<file path="src/rtl/mdu_pkg.sv">
// Shared encodings for the RV32M multiply/divide sequencer: Funct3 ops, MCycle opcodes,
// FSM states and the signed-division overflow dividend.
package mdu_pkg;

  typedef enum logic [2:0] {
    F3Mul    = 3'd0,
    F3Mulh   = 3'd1,
    F3Mulhsu = 3'd2,
    F3Mulhu  = 3'd3,
    F3Div    = 3'd4,
    F3Divu   = 3'd5,
    F3Rem    = 3'd6,
    F3Remu   = 3'd7
  } funct3_e;

  typedef enum logic [1:0] {
    McMulU = 2'b00,
    McMulS = 2'b01,
    McDivU = 2'b10,
    McDivS = 2'b11
  } mc_op_e;

  typedef enum logic [1:0] {
    StIdle = 2'd0,
    StWait = 2'd1,
    StDone = 2'd2
  } state_e;

  localparam logic [31:0] DivOvfDividend = 32'h8000_0000;

  // MULHSU runs as an unsigned multiply; the sign of rs1 is corrected afterwards.
  function automatic mc_op_e mc_op_of(funct3_e f);
    mc_op_e op;
    unique case (f)
      F3Mul, F3Mulh:     op = McMulS;
      F3Mulhsu, F3Mulhu: op = McMulU;
      F3Div, F3Rem:      op = McDivS;
      F3Divu, F3Remu:    op = McDivU;
    endcase
    return op;
  endfunction

endpackage

</file>
<file path="src/rtl/mdu_sequencer.sv">
// Drives the multi-cycle MUL/DIV unit for RV32M ops: stalls the core while busy, resolves
// divide-by-zero/overflow locally and emits one write strobe per M instruction.
module mdu_sequencer
  import mdu_pkg::*;
#(
  parameter int unsigned WIDTH   = 32,
  parameter int unsigned TIMEOUT = 64
) (
  input  logic               CLK,
  input  logic               Reset,
  input  logic               MValid,
  input  logic [2:0]         Funct3,
  input  logic [WIDTH-1:0]   SrcA,
  input  logic [WIDTH-1:0]   SrcB,
  output logic               Stall,
  output logic               MWrite,
  output logic [WIDTH-1:0]   MResult,
  output logic               Start,
  output logic [1:0]         MCycleOp,
  output logic [WIDTH-1:0]   Operand1,
  output logic [WIDTH-1:0]   Operand2,
  input  logic               MC_Busy,
  input  logic [2*WIDTH-1:0] MC_Result,
  output logic               Timeout
);

  localparam int unsigned      CntW        = (TIMEOUT > 2) ? $clog2(TIMEOUT) : 1;
  localparam logic [CntW-1:0]  CntMax      = CntW'(TIMEOUT - 1);
  localparam logic [WIDTH-1:0] OvfDividend = WIDTH'(DivOvfDividend);

  state_e           state_q, state_d;
  funct3_e          f3_q, f3_d;
  logic             a_sign_q, a_sign_d;
  logic [WIDTH-1:0] b_q, b_d;
  logic [CntW-1:0]  cnt_q, cnt_d;
  logic [WIDTH-1:0] res_q, res_d;
  logic             to_q, to_d;

  logic             is_div, is_rem, is_signed_div, div_zero, div_ovf, fast;
  logic [WIDTH-1:0] fast_res, sel_res, mc_hi, mc_lo;
  logic             stall, start, mwrite;

  // Among div ops Funct3[1] marks REM*, Funct3[0] marks the unsigned forms.
  assign is_div        = Funct3[2];
  assign is_rem        = Funct3[1];
  assign is_signed_div = is_div & ~Funct3[0];
  assign div_zero      = is_div && (SrcB == '0);
  assign div_ovf       = is_signed_div && (SrcA == OvfDividend) && (SrcB == '1);
  assign fast          = div_zero | div_ovf;

  always_comb begin
    fast_res = '0;
    if (div_zero) begin
      fast_res = is_rem ? SrcA : '1;
    end else begin
      fast_res = is_rem ? '0 : OvfDividend;
    end
  end

  assign mc_hi = MC_Result[2*WIDTH-1:WIDTH];
  assign mc_lo = MC_Result[WIDTH-1:0];

  always_comb begin
    sel_res = '0;
    unique case (f3_q)
      F3Mul, F3Div, F3Divu:    sel_res = mc_lo;
      F3Mulh, F3Mulhu:         sel_res = mc_hi;
      F3Rem, F3Remu:           sel_res = mc_hi;
      // Unsigned product of a negative rs1 over-counts by rs2 * 2^WIDTH.
      F3Mulhsu:                sel_res = mc_hi - (a_sign_q ? b_q : '0);
    endcase
  end

  always_comb begin
    state_d  = state_q;
    f3_d     = f3_q;
    a_sign_d = a_sign_q;
    b_d      = b_q;
    cnt_d    = cnt_q;
    res_d    = res_q;
    to_d     = to_q;
    stall    = 1'b0;
    start    = 1'b0;
    mwrite   = 1'b0;
    unique case (state_q)
      StIdle: begin
        if (MValid) begin
          stall = 1'b1;
          if (fast) begin
            res_d   = fast_res;
            state_d = StDone;
          end else begin
            start    = 1'b1;
            f3_d     = funct3_e'(Funct3);
            a_sign_d = SrcA[WIDTH-1];
            b_d      = SrcB;
            cnt_d    = '0;
            state_d  = StWait;
          end
        end
      end
      StWait: begin
        stall = 1'b1;
        if (!MC_Busy) begin
          res_d   = sel_res;
          state_d = StDone;
        end else if (cnt_q == CntMax) begin
          res_d   = '0;
          to_d    = 1'b1;
          state_d = StDone;
        end else begin
          cnt_d = cnt_q + 1'b1;
        end
      end
      StDone: begin
        mwrite  = 1'b1;
        state_d = StIdle;
      end
      default: state_d = StIdle;
    endcase
  end

  always_ff @(posedge CLK or posedge Reset) begin
    if (Reset) begin
      state_q  <= StIdle;
      f3_q     <= F3Mul;
      a_sign_q <= 1'b0;
      b_q      <= '0;
      cnt_q    <= '0;
      res_q    <= '0;
      to_q     <= 1'b0;
    end else begin
      state_q  <= state_d;
      f3_q     <= f3_d;
      a_sign_q <= a_sign_d;
      b_q      <= b_d;
      cnt_q    <= cnt_d;
      res_q    <= res_d;
      to_q     <= to_d;
    end
  end

  // Combinational outputs are masked so an asserted reset silences them at once.
  assign Stall    = stall & ~Reset;
  assign Start    = start & ~Reset;
  assign MWrite   = mwrite & ~Reset;
  assign MResult  = res_q;
  assign Timeout  = to_q;
  assign MCycleOp = mc_op_of(funct3_e'(Funct3));
  assign Operand1 = SrcA;
  assign Operand2 = SrcB;

endmodule

</file>
<file path="config.mk">
export PLATFORM = sky130hd
export DESIGN_NAME = mdu_sequencer
export DESIGN_NICKNAME = d
export VERILOG_FILES = /design/src/rtl/mdu_pkg.sv /design/src/rtl/mdu_sequencer.sv
export SDC_FILE = /design/constraint.sdc
export NUM_CORES = 1
export LEC_CHECK = 0
export ABC_AREA = 1
export BUFFER_PORTS_ARGS = -buffer_cell sky130_fd_sc_hd__buf_2
export CAP_MARGIN = 30
export CORE_MARGIN = 2
export CORE_UTILIZATION = 53
export DETAILED_ROUTE_END_ITERATION = 8
export PLACE_DENSITY = 0.82
export SLEW_MARGIN = 20
export SYNTH_ARGS = -nofsm -noshare
export SYNTH_HDL_FRONTEND = slang
export SYNTH_SLANG_ARGS = --single-unit
export TNS_END_PERCENT = 5
</file>
<file path="constraint.sdc">
create_clock -name CLK -period 3.44 [get_ports CLK]
set_input_delay 0.86 -clock CLK [delete_from_list [all_inputs] [get_ports CLK]]
set_output_delay 0.86 -clock CLK [all_outputs]
set_load 0.02 [all_outputs]
</file>
==> impl_metrics.yaml <==
outcome:
  status: "complete, no violations"
layout:
  syn2layout_area_growth_pct: 15.2
  finalInstanceArea_um2: 9000
  fillers: 1443
  final_nets: 1647
  ff_latch_area_um2: 1930
  antenna_cells: 0
  utilization_pct: 62.2
  multiInputGateArea_um2: 4570
  drive_gt1_share_pct: 19.0
setup_path:
  rr_startpoint: "a_sign_q$_DFFE_PP0P_"
  path_class: "in2out"
  cp.arrival_ps: 2270
  r2r_setup_slack_ps: 760
  cpPeakStageDelay_ps: 380
  reg2reg_to: "MResult[16]$_DFFE_PP0P_"
  cp.buffers_inverters: 3
  cpMaxStageDelayCell: "nor4_1"
  reg2reg_depth: 16
  path_max_fanout: 3
  path_cells: "buf_2, nor4_1, nand2_1, nor2_1, nand3_1, o21ai_2, inv_2, nand3_4, nor2_1, buf_2"
  critPathLaunchType: "input pin"
  crit_required_ps: 2580
  critPathCaptureType: "output pin"
  critical-path-top-delay-family: "simple AND/OR/NAND/NOR gates"
timing:
  whs_ps: 472
  rsz0062_at_grt: "no"
  layout_worst_path_cycle_share_pct: 91.0
  slew_headroom_pct: 61.0
  timing.fmax_mhz: 319
  final_max_slew_viol_count: 0
  worst_pin_slew_ps: 585
  period_minus_slack_ps: 3130
  hold_viol: 0
  fin_worst_skew_ps: 14.0
  tns_ps: 0
  setup_viol: 0
clock_network:
  cts_tree: "built"
  cts_sinks: 77
  clkTransAtPathRegs_ps: 60
  cts-root-buf: "clkbuf_16"
  cts_buffers: 9
  cts_setup_buffers: 0
  worst_skew_pair.late_latency_ps: 340
  clock_path_buffers: 2
  cts-resized-gates: 0
  htreeDepth: 3
  ctsHoldBuffers: 0
detailed_routing:
  drc_errors: 0
  wire_per_inst_um: 15.8
  first_iter_violations: 765
  avgViaCountPerCell: 5.45
  drtAntennaViolNets: 0
  num_vias: 9051
  first_pass_iters: 5
  drt-total-wl_um: 26200
placement:
  post-dp-hpwl_um: 21200
  gp_congestion: 0.992
  placed_cell_area_um2: 8680
  port-buffer-count: 236
min_path:
  min_to: "b_q[5]$_DFFE_PP0P_"
  holdCritStartpoint: "b_q[5]$_DFFE_PP0P_"
  min_delay_path_depth: 2
  hold_class: "reg2reg"
run:
  cap_viol_max_count: 0
synthesis:
  yosysSeqAreaShare_pct: 24.7
  synth_top_area_share_pct: 24.7
  synth.net_count: 1490
  async_flop_share_pct: 100
  synth_area_per_cell_um2: 5.95
  syn_inst: 1314
  syn-cell-area_um2: 7810
  ys.flop_type: "dfrtp_1"
  synth_cell_types: 37
  ys_seq_elements: 77
  synth.area.top_cells: "dfrtp_1 (25%), nand2_1 (22%), inv_1 (8.2%)"
  synth_edf_count: 0
  synth_warnings: 0
  yosysTopAreaCell: "dfrtp_1"
power:
  power_leakage_uw: 0.00529
  peakVddDrop_mv: 0.573
  power_uw: 7000
  power_density_nw_per_um2: 778
die:
  num_rows: 44
  start_util_pct: 54.0
  dieArea_um2: 15700
  die_w_um: 125
  core_um2: 14500
  die_y_um: 125
  io_pins: 237
global_route:
  grt_pass1_vias: 8301
  grt_max_degree: 44
  overflow: 0
  antenna_found_initial: 0
  grt_pass1_wl_um: 41300
  grtUsageTotal_pct: 32.8
[synth_stat cells (6+ instances only)]
master      n
buf_2       7
nand4_1    54
a21oi_1    74
nor4_1      6
nor2_1    154
nand3_1    71
ha_1       40
a22oi_1    26
clkbuf_1   24
inv_1     170
o21ai_0    16
dfrtp_1    77
nor3_1     13
buf_4      71
nand2_1   467
[power by group]
part / internal, uW / total, uW / switching [uW]
Clock: 592 / 990 / 397
Sequential: 1330 / 1590 / 258
Combinational: 1410 / 4420 / 3010
Total: 3330 / 7000 / 3670
[worst min-delay path: stages (launching register included)]
cell and delay, ps:
dfrtp_1 340, nand2_1 60, nand2_1 40
[worst max path at each step]
stage | start | endpoint | slack, ps | cells past startpoint
6_report | SrcA[15] | Start | 310 | 10
5_1_grt | SrcA[15] | Start | 170 | 10
4_1_cts | SrcA[15] | Start | 330 | 10
3_5_place_dp | SrcA[15] | Start | 320 | 10
3_3_place_gp | SrcB[25] | Start | 350 | 11
2_1_floorplan | Reset | MResult[0]$_DFFE_PP0P_ | 610 | 1
[layout make-up]
| cell class | count | share of cell area, % |
|---|---|---|
| sequential | 77 | 21.4 |
| multi-input combinational | 957 | 50.7 |
| clock buffer | 11 | 2.70 |
| inverter | 172 | 7.17 |
| tap | 184 | 2.56 |
| timing repair buffer | 254 | 14.7 |
| clock inverter | 5 | 0.737 |
[kinds of logic after synthesis]
family	synth area share, %
simple gates	41.5
fa+ha+maj	6.66
xor+xnor	0.560
flops	24.7
buf+inv	17.0
compound gates	9.64
[cell usage in the layout, fill, tap and decap left out, types with 3 or more instances in the layout]
master,count
nand4_1,54
nor2_1,152
xor2_1,4
clkbuf_16,9
o21ai_0,16
dfrtp_1,77
buf_4,17
a22oi_1,26
nor3_1,13
nand3b_1,4
inv_1,169
nand2_1,467
nor4_1,6
a21oi_1,74
or2_2,4
nand3_1,71
inv_2,3
ha_1,40
and2_1,4
buf_2,236
[state kept, by name, indices dropped and copies added (netlist names)]
| name | count |
|---|---|
| MResult | 32 |
| b_q | 32 |
| cnt_q | 6 |
| f3_q | 3 |
| state_q | 2 |
| Timeout | 1 |
| a_sign_q | 1 |
[stage by stage]
step	cells	setup WS, ps
2_1_floorplan	1314	613
3_3_place_gp	1643	345
3_5_place_dp	1643	325
4_1_cts	1659	328
5_1_grt	1660	168
6_report	1660	309
[layer usage]
| layer | track usage [%] | part of all wire [%] | up-vias |
|---|---|---|---|
| met1 | 42.5 | 41 | 4065 |
| li1 | - | - | 4415 |
| met5 | 0 | 0 | - |
| met3 | 5.31 | 9.3 | 70 |
| met2 | 52.8 | 45 | 501 |
| met4 | 17.3 | 5.5 | 0 |
Power figures use the tool's default switching activity.
